### src/rtl/param_shift_reg.sv
// param_shift_reg: WIDTH-bit by DEPTH-stage shift register with hold, shift,
// rotate and parallel load. It also tracks how many stages hold valid data.
// Stage 0 is the serial input end and stage DEPTH-1 drives sout. pload and
// pout both pack stage i into bits [i*WIDTH +: WIDTH].
module param_shift_reg #(
  parameter int WIDTH = 1,
  parameter int DEPTH = 3
) (
  input  logic                       clk,
  input  logic                       rst_n,
  input  logic                       clr,
  input  logic                       en,
  input  logic [1:0]                 mode,
  input  logic [WIDTH-1:0]           sin,
  input  logic [DEPTH*WIDTH-1:0]     pload,
  output logic [WIDTH-1:0]           sout,
  output logic [DEPTH*WIDTH-1:0]     pout,
  output logic [$clog2(DEPTH+1)-1:0] count,
  output logic                       full
);

  localparam int CW = $clog2(DEPTH+1);

  localparam logic [1:0] MODE_HOLD   = 2'b00;
  localparam logic [1:0] MODE_SHIFT  = 2'b01;
  localparam logic [1:0] MODE_ROTATE = 2'b10;
  localparam logic [1:0] MODE_LOAD   = 2'b11;

  localparam logic [CW-1:0] COUNT_MAX = CW'(DEPTH);

  // The packed layout keeps stage i at [i] so it lines up with the pload/pout slicing.
  logic [DEPTH-1:0][WIDTH-1:0] stages;
  logic [CW-1:0]               validCount;

  // Stage register update: clr wins, then en gates the mode-selected operation.
  always_ff @(posedge clk or negedge rst_n) begin
    if (!rst_n) begin
      stages <= '0;
    end else if (clr) begin
      stages <= '0;
    end else if (en) begin
      case (mode)
        MODE_HOLD: stages <= stages;
        MODE_SHIFT: begin
          stages[0] <= sin;
          for (int i = 1; i < DEPTH; i++) begin
            stages[i] <= stages[i-1];
          end
        end
        MODE_ROTATE: begin
          stages[0] <= stages[DEPTH-1];
          for (int i = 1; i < DEPTH; i++) begin
            stages[i] <= stages[i-1];
          end
        end
        MODE_LOAD: stages <= pload;
        default: stages <= stages;
      endcase
    end
  end

  // Valid-stage counter: a shift adds one stage up to DEPTH, a load fills every stage, and a rotate keeps the count.
  always_ff @(posedge clk or negedge rst_n) begin
    if (!rst_n) begin
      validCount <= '0;
    end else if (clr) begin
      validCount <= '0;
    end else if (en) begin
      case (mode)
        MODE_SHIFT: begin
          if (validCount != COUNT_MAX) begin
            validCount <= validCount + 1'b1;
          end
        end
        MODE_LOAD: validCount <= COUNT_MAX;
        default:   validCount <= validCount;
      endcase
    end
  end

  // All outputs come straight from state. full decodes only the count register.
  assign pout  = stages;
  assign sout  = stages[DEPTH-1];
  assign count = validCount;
  assign full  = (validCount == COUNT_MAX);

endmodule

### config.mk
export PLATFORM = sky130hd
export DESIGN_NAME = param_shift_reg
export DESIGN_NICKNAME = d
export VERILOG_FILES = /design/src/rtl/param_shift_reg.sv
export SDC_FILE = /design/constraint.sdc
export NUM_CORES = 1
export LEC_CHECK = 0
export ABC_AREA = 1
export ABC_CLOCK_PERIOD_IN_PS = 2100
export BUFFER_PORTS_ARGS = -buffer_cell sky130_fd_sc_hd__clkbuf_2
export CORE_AREA = 4 4 41 43
export DETAILED_ROUTE_END_ITERATION = 6
export DIE_AREA = 0 0 45 47
export GPL_ROUTABILITY_DRIVEN = 1
export PLACE_DENSITY = 0.58
export SLEW_MARGIN = 20
export SYNTH_ARGS = -nofsm -noshare
export SYNTH_HDL_FRONTEND = slang
export SYNTH_SLANG_ARGS = --single-unit
### constraint.sdc
create_clock -name clk -period 2.1 [get_ports clk]
set_input_delay 0.42 -clock clk [delete_from_list [all_inputs] [get_ports clk]]
set_output_delay 0.42 -clock clk [all_outputs]
set_load 0.005 [all_outputs]
# Word level (Yosys, flattened, before mapping)
# Cells that the tools add are included.
# op_classes
add_sub_neg	1
eq_ne	7
n_mux	7
n_reduce_logical	5
# ops
operator	count
3-bit one-hot mux with 3 select lines	1
2-bit equality test, second input constant	3
2-bit two-way mux	3
3-bit two-way mux	2
2-bit != test, second input constant	2
2-bit one-hot mux with 2 select lines	1
3-bit != test, second input constant	1
3-bit AND reduction	1
3-bit nonzero test	1
2-bit by 1-bit adder with 2-bit output, second input constant	1
2-bit by 1-bit equality test with 1-bit output, second input constant	1
2-bit logical NOT	1
2-bit AND reduction	1
2-bit nonzero test	1
# word_totals
regBits	5
in_bits	10
out_inout_bits	7
elab_cells	24

# Logic depth before layout (Yosys ltp)
# Gate-level depths: netlist of the first run.
# depth
ltp_word	5
depth_mapped	7
ltp_nobuf	7

# Worst setup path after synthesis of the first run
# OpenSTA, ideal clock, no wires.
# synth_path
kind	register to register
from	register validCount[0] (netlist: count[0])
to	register validCount[0] (netlist: count[0])
setup_ps	117
arrival_ps	923
required_time_ps	1983
setup_slack_ps	1060
stages_incl_launch_ff	8
n_path_buf	0
synth_period_minus_slack_ps	1040
cell_sequence	dfrtp_1 -> ha_1 -> inv_1 -> nand2_1 -> nand3_1 -> nand2_1 -> nand2_1 -> nand2_1
# synth_between
elab_chain_cells	5
word_cells_on_any_way	8
classes_between	add/sub: 1; eq/ne: 2; mux: 4; reduce/logical: 1
# synth_lines
item	line_no	rtl
start: declaration	33	logic [CW-1:0] validCount;
start signal: assignment	72	validCount <= validCount + 1'b1;
start signal: assignment	76	default: validCount <= validCount;
2-bit by 1-bit adder with 2-bit output	72	
2-bit two-way mux	71	if (validCount != COUNT_MAX) begin
2-bit one-hot mux with 2 select lines	69	case (mode)
2-bit two-way mux	68	end else if (en) begin
2-bit two-way mux	66	end else if (clr) begin
# Parallel ways exist; a longest one is shown, timed or not. The select of a mux whose other input is x is not followed.
# A chain may end at the register's enable or synchronous reset.

# Final worst setup path of the first run
# layout_path
from	register validCount[0] (netlist: count[0])
to	output port full
# layout_between
elab_chain_cells	1
# layout_lines
item	line_no	rtl
2-bit equality test	85	assign full = (validCount == COUNT_MAX);
end: declaration	19	output logic full
# No other way between the ends.

==> reports/metrics.csv, run 1 <==
metric;value;unit
status;finished, final reports clean;
Tightest Pin Transition;0.194;ns
LEAKAGE;0.291;nW
Max-slew headroom;87.0;%
total CTS buffers;3;
I/O pin count;17;
via count;346;
final hold slack;0.466;ns
number of iterations in the first detailed-routing pass;2;
cell area after layout;455;um^2
Hold Crit Class;input pin to register;
synth warn;0;
Hold Vio Cnt, Final;0;
worst path buffer plus inverter count;1;
distinct cell type count after synthesis;10;
Setup violations, final;0;
cell family with most CP delay;flip-flops;
Layout area overhead;38.9;%
crit end category;output pin;
Worst path max stage delay;0.40;ns
reg2reg path depth;7;
critical path data required time;1.68;ns
Yosys reg bits;5;
H-tree lvl count;1;
simple-gate share of the synthesized area;48.9;%
most frequent cells in the layout;26 x nand2_1, 16 x clkbuf_2, 6 x inv_1, 6 x nand3_1, 5 x dfrtp_1;
Crit-path slowest cell;dfrtp_1;
P per Cell Area;584;mW/mm^2
CTS tree;done;
met3 wire length;42;um
Die Y;47;um
layout cells sized above 1;30.0;%
largest net degree at the start of global routing;8;
Syn Area/Cell;6.56;um^2
# nets final;82;
CP Cell Sequence;ha_1 -> clkbuf_2;
overflow left after global routing;0;
die area;0.00212;mm^2
final WL;744;um
Setup TNS;0;ns
fmax;726;MHz
Post-Syn Instances;50;
Worst EP arrival;0.96;ns
PortBufs;16;
CP max FO;4;
vias in the first global route;339;
largest family of logic cells by synthesized area;simple AND/OR/NAND/NOR gates;
clk root buf;clkbuf_4;
Routed Antenna Nets;0;
row count;13;
DR WL/cell;8.75;um
Clock transition at path regs;0.04;ns
commonest non-fill, non-tap cell in the layout;nand2_1;
Post-Syn Area;328;um^2
first-pass GRT wire length;1290;um
post-synth net total;61;
Worst Skew;0.000619;ns
RD Place Congestion;0.765;
register area share after synthesis;38.2;%
RSZ-0062 raised after global routing;false;
maximum capacitance violations;0;
initial core utilization;25.2;%
# DRC;0;
Synth Area in Compound Gates;0;%
GRT Util Overall;8.90;%
max layer used;met3;
initial drt markers;6;
wire length on met2;354;um
startpoint types;register;
Die W;45;um
Min-Delay Path Depth;3;
Max Slew Vio Count;0;
Clock Latency Late Sink;0.23;ns
postcts setup bufs;0;
mux cell area share after synthesis;0;%
period utilisation layout;65.6;%
Sink Count;5;
Peak VDD IR;314;uV
Vias/cell;4.07;
Core Box Area;0.00130;mm^2
clock buffer depth;2;
Post-Synth XOR/XNOR Area;0;%
Adder-Cell Fraction of Synth Area;3.82;%
Area after DPL;419;um^2
Routed met1 length;348;um
Levels on crit path;2;
# diodes;0;
WS Path Type;register to output pin;
initial antenna violation count;0;
Detail Placement HPWL;618;um
Period minus WS final;1.38;ns
## metrics by stage
| step | utilization [%] | std cells | setup slack [ns] | total power, W |
|---|---|---|---|---|
| after floorplan | - | 50 | 1.06 | 0.000136 |
| after global placement | 32.2 | 80 | 0.977 | 0.000161 |
| after detailed placement | 32.2 | 80 | 0.960 | 0.000161 |
| after CTS | 35.0 | 85 | 0.701 | 0.000274 |
| after global routing | 35.0 | 85 | 0.650 | 0.000291 |
| final | 35.0 | 85 | 0.723 | 0.000266 |
## worst reg2reg max path: stages (launching register included)
cell	delay, ns
dfrtp_1	0.40
ha_1	0.22
inv_1	0.05
nand2_1	0.05
nand3_1	0.07
nand2_1	0.06
nand2_1	0.06
nand2_1	0.05
## report_power, final
part           internal (W)  switching (W)  total (W)
Combinational     0.0000232      0.0000292  0.0000524
Sequential         0.000103     0.00000496   0.000108
Clock             0.0000715      0.0000344   0.000106
Total              0.000198      0.0000685   0.000266
## layer usage
| layer | up-vias | global-route usage (%) |
|---|---|---|
| li1 | 194 | - |
| met1 | 145 | 10.6 |
| met2 | 7 | 12.4 |
| met3 | 0 | 2.68 |
| met4 | 0 | 8.77 |
| met5 | - | 0 |
## cell usage after synthesis, drive strengths merged
library cell  count  area share [%]
nand3             6             9.2
dfrtp             5              38
buf               1             2.3
nand4             2             3.8
nand2            27              32
nor2              1             1.1
inv               6             6.9
ha                1             3.8
nor3              1             3.1
## final cells by class
class / count / area [um^2]
sequential: 5 / 125
clock buffer: 4 / 26.3
inverter: 6 / 22.5
fill: 160 / 846
tap: 15 / 18.8
timing repair buffer: 17 / 90.1
multi-input combinational: 38 / 173
## final timing paths
check,start,to,slack (ns)
worst max-delay path,count[0]$_DFFE_PN0P_,full,0.72
worst min-delay path,en,count[0]$_DFFE_PN0P_,0.47
worst max register to register,count[0]$_DFFE_PN0P_,count[0]$_DFFE_PN0P_,1.04
worst min register to register,pout[1]$_DFFE_PN0P_,pout[1]$_DFFE_PN0P_,0.50
max in group asynchronous,rst_n,count[0]$_DFFE_PN0P_,1.44
min in group asynchronous,rst_n,sout$_DFFE_PN0P_,0.53
## cell families (layout without fill, tap and decap cells)
kind of cell | count (synthesis) | count (layout)
adder cells (fa/ha/maj) | 1 | 1
buffers and inverters | 7 | 27
flip-flops | 5 | 5
AND/OR/NAND/NOR | 37 | 37
## sequential cells by signal, summed over array words and instances, names as in the netlist
| signal | count |
|---|---|
| pout | 2 |
| count | 2 |
| sout | 1 |
## what timing repair did
item,4_1_cts,5_1_grt
hold endpoints to repair,5,0
gates resized for setup,0,0
setup endpoints to repair,0,0
hold buffers,1,0
No activity file was read; power rests on OpenSTA's default activity.
==> run 2, diff against run 1 <==
--- a/config.mk
+++ b/config.mk
@@ -6,7 +6,7 @@
 export NUM_CORES = 1
 export LEC_CHECK = 0
 export ABC_AREA = 1
-export ABC_CLOCK_PERIOD_IN_PS = 2100
+export ABC_CLOCK_PERIOD_IN_PS = 1300
 export BUFFER_PORTS_ARGS = -buffer_cell sky130_fd_sc_hd__clkbuf_2
 export CORE_AREA = 4 4 41 43
 export DETAILED_ROUTE_END_ITERATION = 6
==> constraint.sdc (replaced) <==
create_clock -name clk -period 1.3 [get_ports clk]
set_input_delay 0.26 -clock clk [delete_from_list [all_inputs] [get_ports clk]]
set_output_delay 0.26 -clock clk [all_outputs]
set_load 0.005 [all_outputs]
==> reports/metrics.csv, run 2 (same netlist as run 1, synthesis figures left out) <==
metric;value;unit
final core occ;35.0;%
maximum capacitance violations;0;
Routed Antenna Nets;0;
fmax;818;MHz
Setup violations, final;0;
Hold Crit Class;input pin to register;
most frequent cells in the layout;26 x nand2_1, 16 x clkbuf_2, 6 x inv_1, 6 x nand3_1, 5 x dfrtp_1;
cell area after layout;455;um^2
Period minus WS final;1.22;ns
Area after DPL;419;um^2
commonest non-fill, non-tap cell in the layout;nand2_1;
status;finished, final reports clean;
clk root buf;clkbuf_4;
reg2reg path depth;7;
largest net degree at the start of global routing;8;
final WL;776;um
critical path data required time;1.04;ns
Worst Hold End;count[0]$_DFFE_PN0P_;
crit end category;output pin;
row count;13;
P per Cell Area;951;mW/mm^2
# diodes;0;
final hold slack;0.299;ns
via count;349;
period utilisation layout;94.1;%
H-tree lvl count;1;
DR WL/cell;9.13;um
die area;0.00212;mm^2
Max-slew headroom;86.8;%
R2R Path Start;count[0]$_DFFE_PN0P_;
postcts setup bufs;0;
Worst EP arrival;0.96;ns
R2R Path End;count[0]$_DFFE_PN0P_;
clock buffer depth;2;
total CTS buffers;3;
Die Y;47;um
Vias/cell;4.11;
initial core utilization;25.2;%
initial drt markers;4;
Detail Placement HPWL;629;um
Layout area overhead;38.9;%
Max Slew Vio Count;0;
LEAKAGE;0.291;nW
startpoint types;register;
FF-to-FF setup slack;0.23;ns
# DRC;0;
Min-Delay Startpoint;en;
Clock transition at path regs;0.04;ns
Hold Vio Cnt, Final;0;
Die W;45;um
CTS tree;done;
layout cells sized above 1;30.0;%
RSZ-0062 raised after global routing;false;
Clock Latency Late Sink;0.24;ns
PortBufs;16;
overflow left after global routing;0;
number of iterations in the first detailed-routing pass;4;
vias in the first global route;295;
Tightest Pin Transition;0.197;ns
initial antenna violation count;0;
Sink Count;5;
fillers;154;
Peak VDD IR;423;uV
Worst Skew;0.00148;ns
RD Place Congestion;0.700;
# nets final;82;
GRT Util Overall;8.02;%
Setup TNS;0;ns
I/O pin count;17;
Min-Delay Path Depth;3;
Core Box Area;0.00130;mm^2
first-pass GRT wire length;1190;um
WS Path Type;register to output pin;
CP max FO;4;
-- run 2: cell counts in the layout (fill, tap and decap cells not counted) --
Identical to the previous run, type by type.
-- run 2: repair_timing --
item | 4_1_cts | 5_1_grt
setup endpoints to repair | 0 | 0
gates resized for setup | 0 | 0
hold endpoints to repair | 5 | 0
hold buffers | 1 | 0
-- run 2: worst max-delay path by stage --
stage / startpoint / to / cells after the start
after floorplan: count[0]$_DFFE_PN0P_ / count[0]$_DFFE_PN0P_ / 7
after global placement: count[0]$_DFFE_PN0P_ / count[0]$_DFFE_PN0P_ / 7
after detailed placement: count[0]$_DFFE_PN0P_ / count[0]$_DFFE_PN0P_ / 7
after CTS: count[0]$_DFFE_PN0P_ / full / 2
after global routing: count[0]$_DFFE_PN0P_ / full / 2
final: count[0]$_DFFE_PN0P_ / full / 2
-- run 2: area by class of cell --
class                           count  area [um^2]  area share [%]
Clock buffer                        4         26.3            5.77
Inverter                            6         22.5            4.95
Multi-Input combinational cell     38          173            37.9
Sequential cell                     5          125            27.5
Tap cell                           15         18.8            4.12
Timing Repair Buffer               17         90.1            19.8
-- run 2: critical path, cell delays in order (launching register included) --
cell and delay [ns]:
dfrtp_1 0.40, ha_1 0.22, clkbuf_2 0.11
-- run 2: metal layers --
metal  wire length, um  GRT usage (%)  up-vias
met3                52           1.92        0
met2               394           12.1        7
met5                 0              0        -
li1                  -              -      196
met1               328           8.78      146
met4                 0           8.77        0
-- run 2: power breakdown --
| part | internal [W] | switching, W | leakage (nW) | total, W |
|---|---|---|---|---|
| Clock | 0.000116 | 0.0000575 | 0.0150 | 0.000173 |
| Combinational | 0.0000376 | 0.0000476 | 0.208 | 0.0000852 |
| Sequential | 0.000166 | 0.00000867 | 0.0678 | 0.000175 |
| Total | 0.000319 | 0.000114 | 0.291 | 0.000433 |
-- run 2: stage by stage --
stage / std cells / power (W) / setup slack [ns]
after floorplan: 50 / 0.000220 / 0.260
after global placement: 80 / 0.000260 / 0.230
after detailed placement: 80 / 0.000261 / 0.225
after CTS: 85 / 0.000446 / 0.0571
after global routing: 85 / 0.000478 / 0.00468
final: 85 / 0.000433 / 0.0773
==> run 3, diff against run 2 <==
--- a/config.mk
+++ b/config.mk
@@ -12,6 +12,7 @@
 export DETAILED_ROUTE_END_ITERATION = 6
 export DIE_AREA = 0 0 45 47
 export GPL_ROUTABILITY_DRIVEN = 1
+export MAX_ROUTING_LAYER = met4
 export PLACE_DENSITY = 0.58
 export SLEW_MARGIN = 20
 export SYNTH_ARGS = -nofsm -noshare
==> constraint.sdc (replaced) <==
create_clock -name clk -period 1.3 [get_ports clk]
set_input_delay 0.26 -clock clk [delete_from_list [all_inputs] [get_ports clk]]
set_output_delay 0.26 -clock clk [all_outputs]
set_load 0.01 [all_outputs]
==> reports/metrics.csv, run 3 (same netlist as run 1, synthesis figures left out) <==
metric;value;unit
status;finished, final reports clean;
Detail Placement HPWL;629;um
Setup violations, final;0;
die area;0.00212;mm^2
Logic pwr share;20.6;%
fmax;825;MHz
crit end category;output pin;
layout cells sized above 1;31.4;%
sequential share of power;39.9;%
critical path data required time;1.04;ns
most used routing layer;met2;
initial antenna violation count;0;
most frequent cells in the layout;26 x nand2_1, 16 x clkbuf_2, 6 x inv_1, 6 x nand3_1, 5 x dfrtp_1;
Period minus WS final;1.21;ns
Layout area overhead;39.7;%
P per Cell Area;959;mW/mm^2
RSZ-0062 raised after global routing;false;
FF-to-FF setup slack;0.26;ns
Routed Antenna Nets;0;
overflow left after global routing;0;
critical path startpoint;count[0]$_DFFE_PN0P_;
CTS tree;done;
Sw Ratio;27.1;%
Setup WS pre-CTS;0.225;ns
Hold Crit Class;input pin to register;
R2R Path Start;count[0]$_DFFE_PN0P_;
vias in the first global route;295;
RD Place Congestion;0.708;
final non-filler cell total;85;
# DRC;0;
startpoint types;register;
Clock Latency Late Sink;0.24;ns
total CTS buffers;3;
Peak VDD IR;424;uV
GRT Util Overall;8.29;%
first-pass GRT wire length;1190;um
Clk pwr share;39.5;%
row count;13;
H-tree lvl count;1;
Tightest Pin Transition;0.196;ns
CP max FO;4;
Area after DPL;419;um^2
Sink Count;5;
setup slack after layout;0.0882;ns
Net Sw Power;0.000119;W
cell area after layout;458;um^2
clk root buf;clkbuf_4;
Max Slew Vio Count;0;
via count;344;
initial core utilization;25.2;%
Min-Delay Path Depth;3;
Worst Skew;0.00171;ns
GRT met1 Usage;9.01;%
WS Path Type;register to output pin;
# nets final;82;
Core Box Area;0.00130;mm^2
PortBufs;16;
clock buffer depth;2;
Global Route met3 Usage;1.53;%
Max-slew headroom;86.8;%
I/O pin count;17;
DR WL/cell;9.15;um
commonest non-fill, non-tap cell in the layout;nand2_1;
maximum capacitance violations;0;
# diodes;0;
Clock transition at path regs;0.04;ns
Hold Vio Cnt, Final;0;
Vias/cell;4.05;
period utilisation layout;93.2;%
Die W;45;um
initial drt markers;4;
Die Y;47;um
Setup TNS;0;ns
final core occ;35.2;%
Worst EP arrival;0.95;ns
LEAKAGE;0.288;nW
internal power;0.000320;W
Min-Delay Startpoint;en;
number of iterations in the first detailed-routing pass;2;
final WL;778;um
placed cells;80;
grt met2 use;12.1;%
largest net degree at the start of global routing;8;
reg2reg path depth;7;
run 3: changes by cell type in the layout (fill, tap and decap cells not counted):
cell,before,now
ha_1,1,0
ha_2,0,1
run 3: final timing paths:
path | endpoint
max in group asynchronous | count[1]$_DFFE_PN0P_
min in group asynchronous | sout$_DFFE_PN0P_
worst min register to register | count[1]$_DFFE_PN0P_
worst max register to register | count[0]$_DFFE_PN0P_
worst min-delay path | count[0]$_DFFE_PN0P_
worst max-delay path | full
run 3: layout make-up:
class / count / area (um^2)
repair buffers: 17 / 90.1
well taps: 15 / 18.8
multi-input cells: 38 / 175
fillers: 154 / 843
clock buffers: 4 / 26.3
flip-flops and latches: 5 / 125
inverters: 6 / 22.5
run 3: what timing repair did:
item,4_1_cts,5_1_grt
buffers inserted,0,0
hold endpoints to repair,5,0
setup endpoints to repair,0,1
hold buffers,1,0
resized for setup,0,1
run 3: per-stage QoR:
| stage | hold slack [ns] | total power (W) |
|---|---|---|
| floorplan | -0.0356 | 0.000224 |
| global placement | 0.0773 | 0.000264 |
| detailed placement | 0.0776 | 0.000266 |
| CTS | 0.291 | 0.000450 |
| global route | 0.294 | 0.000484 |
| finish | 0.299 | 0.000439 |
run 3: power by group through the flow:
| stage | sequential [W] | clock (W) | combinational, W |
|---|---|---|---|
| after floorplan | 0.000181 | 0 | 0.0000437 |
| after CTS | 0.000175 | 0.000184 | 0.0000914 |
| after detailed placement | 0.000177 | 0 | 0.0000886 |
| after global placement | 0.000177 | 0 | 0.0000873 |
| final | 0.000175 | 0.000173 | 0.0000906 |
| after global routing | 0.000177 | 0.000203 | 0.000105 |
run 3: worst max-delay path, cell delays in order (launching register included):
cell and delay, ns:
dfrtp_1 0.40, ha_2 0.20, clkbuf_2 0.12
run 3: layer usage:
| layer | vias up | share of wire, % |
|---|---|---|
| li1 | 196 | - |
| met1 | 141 | 43 |
| met2 | 7 | 51 |
| met3 | 0 | 5.7 |
| met4 | 0 | 0 |
| met5 | - | 0 |
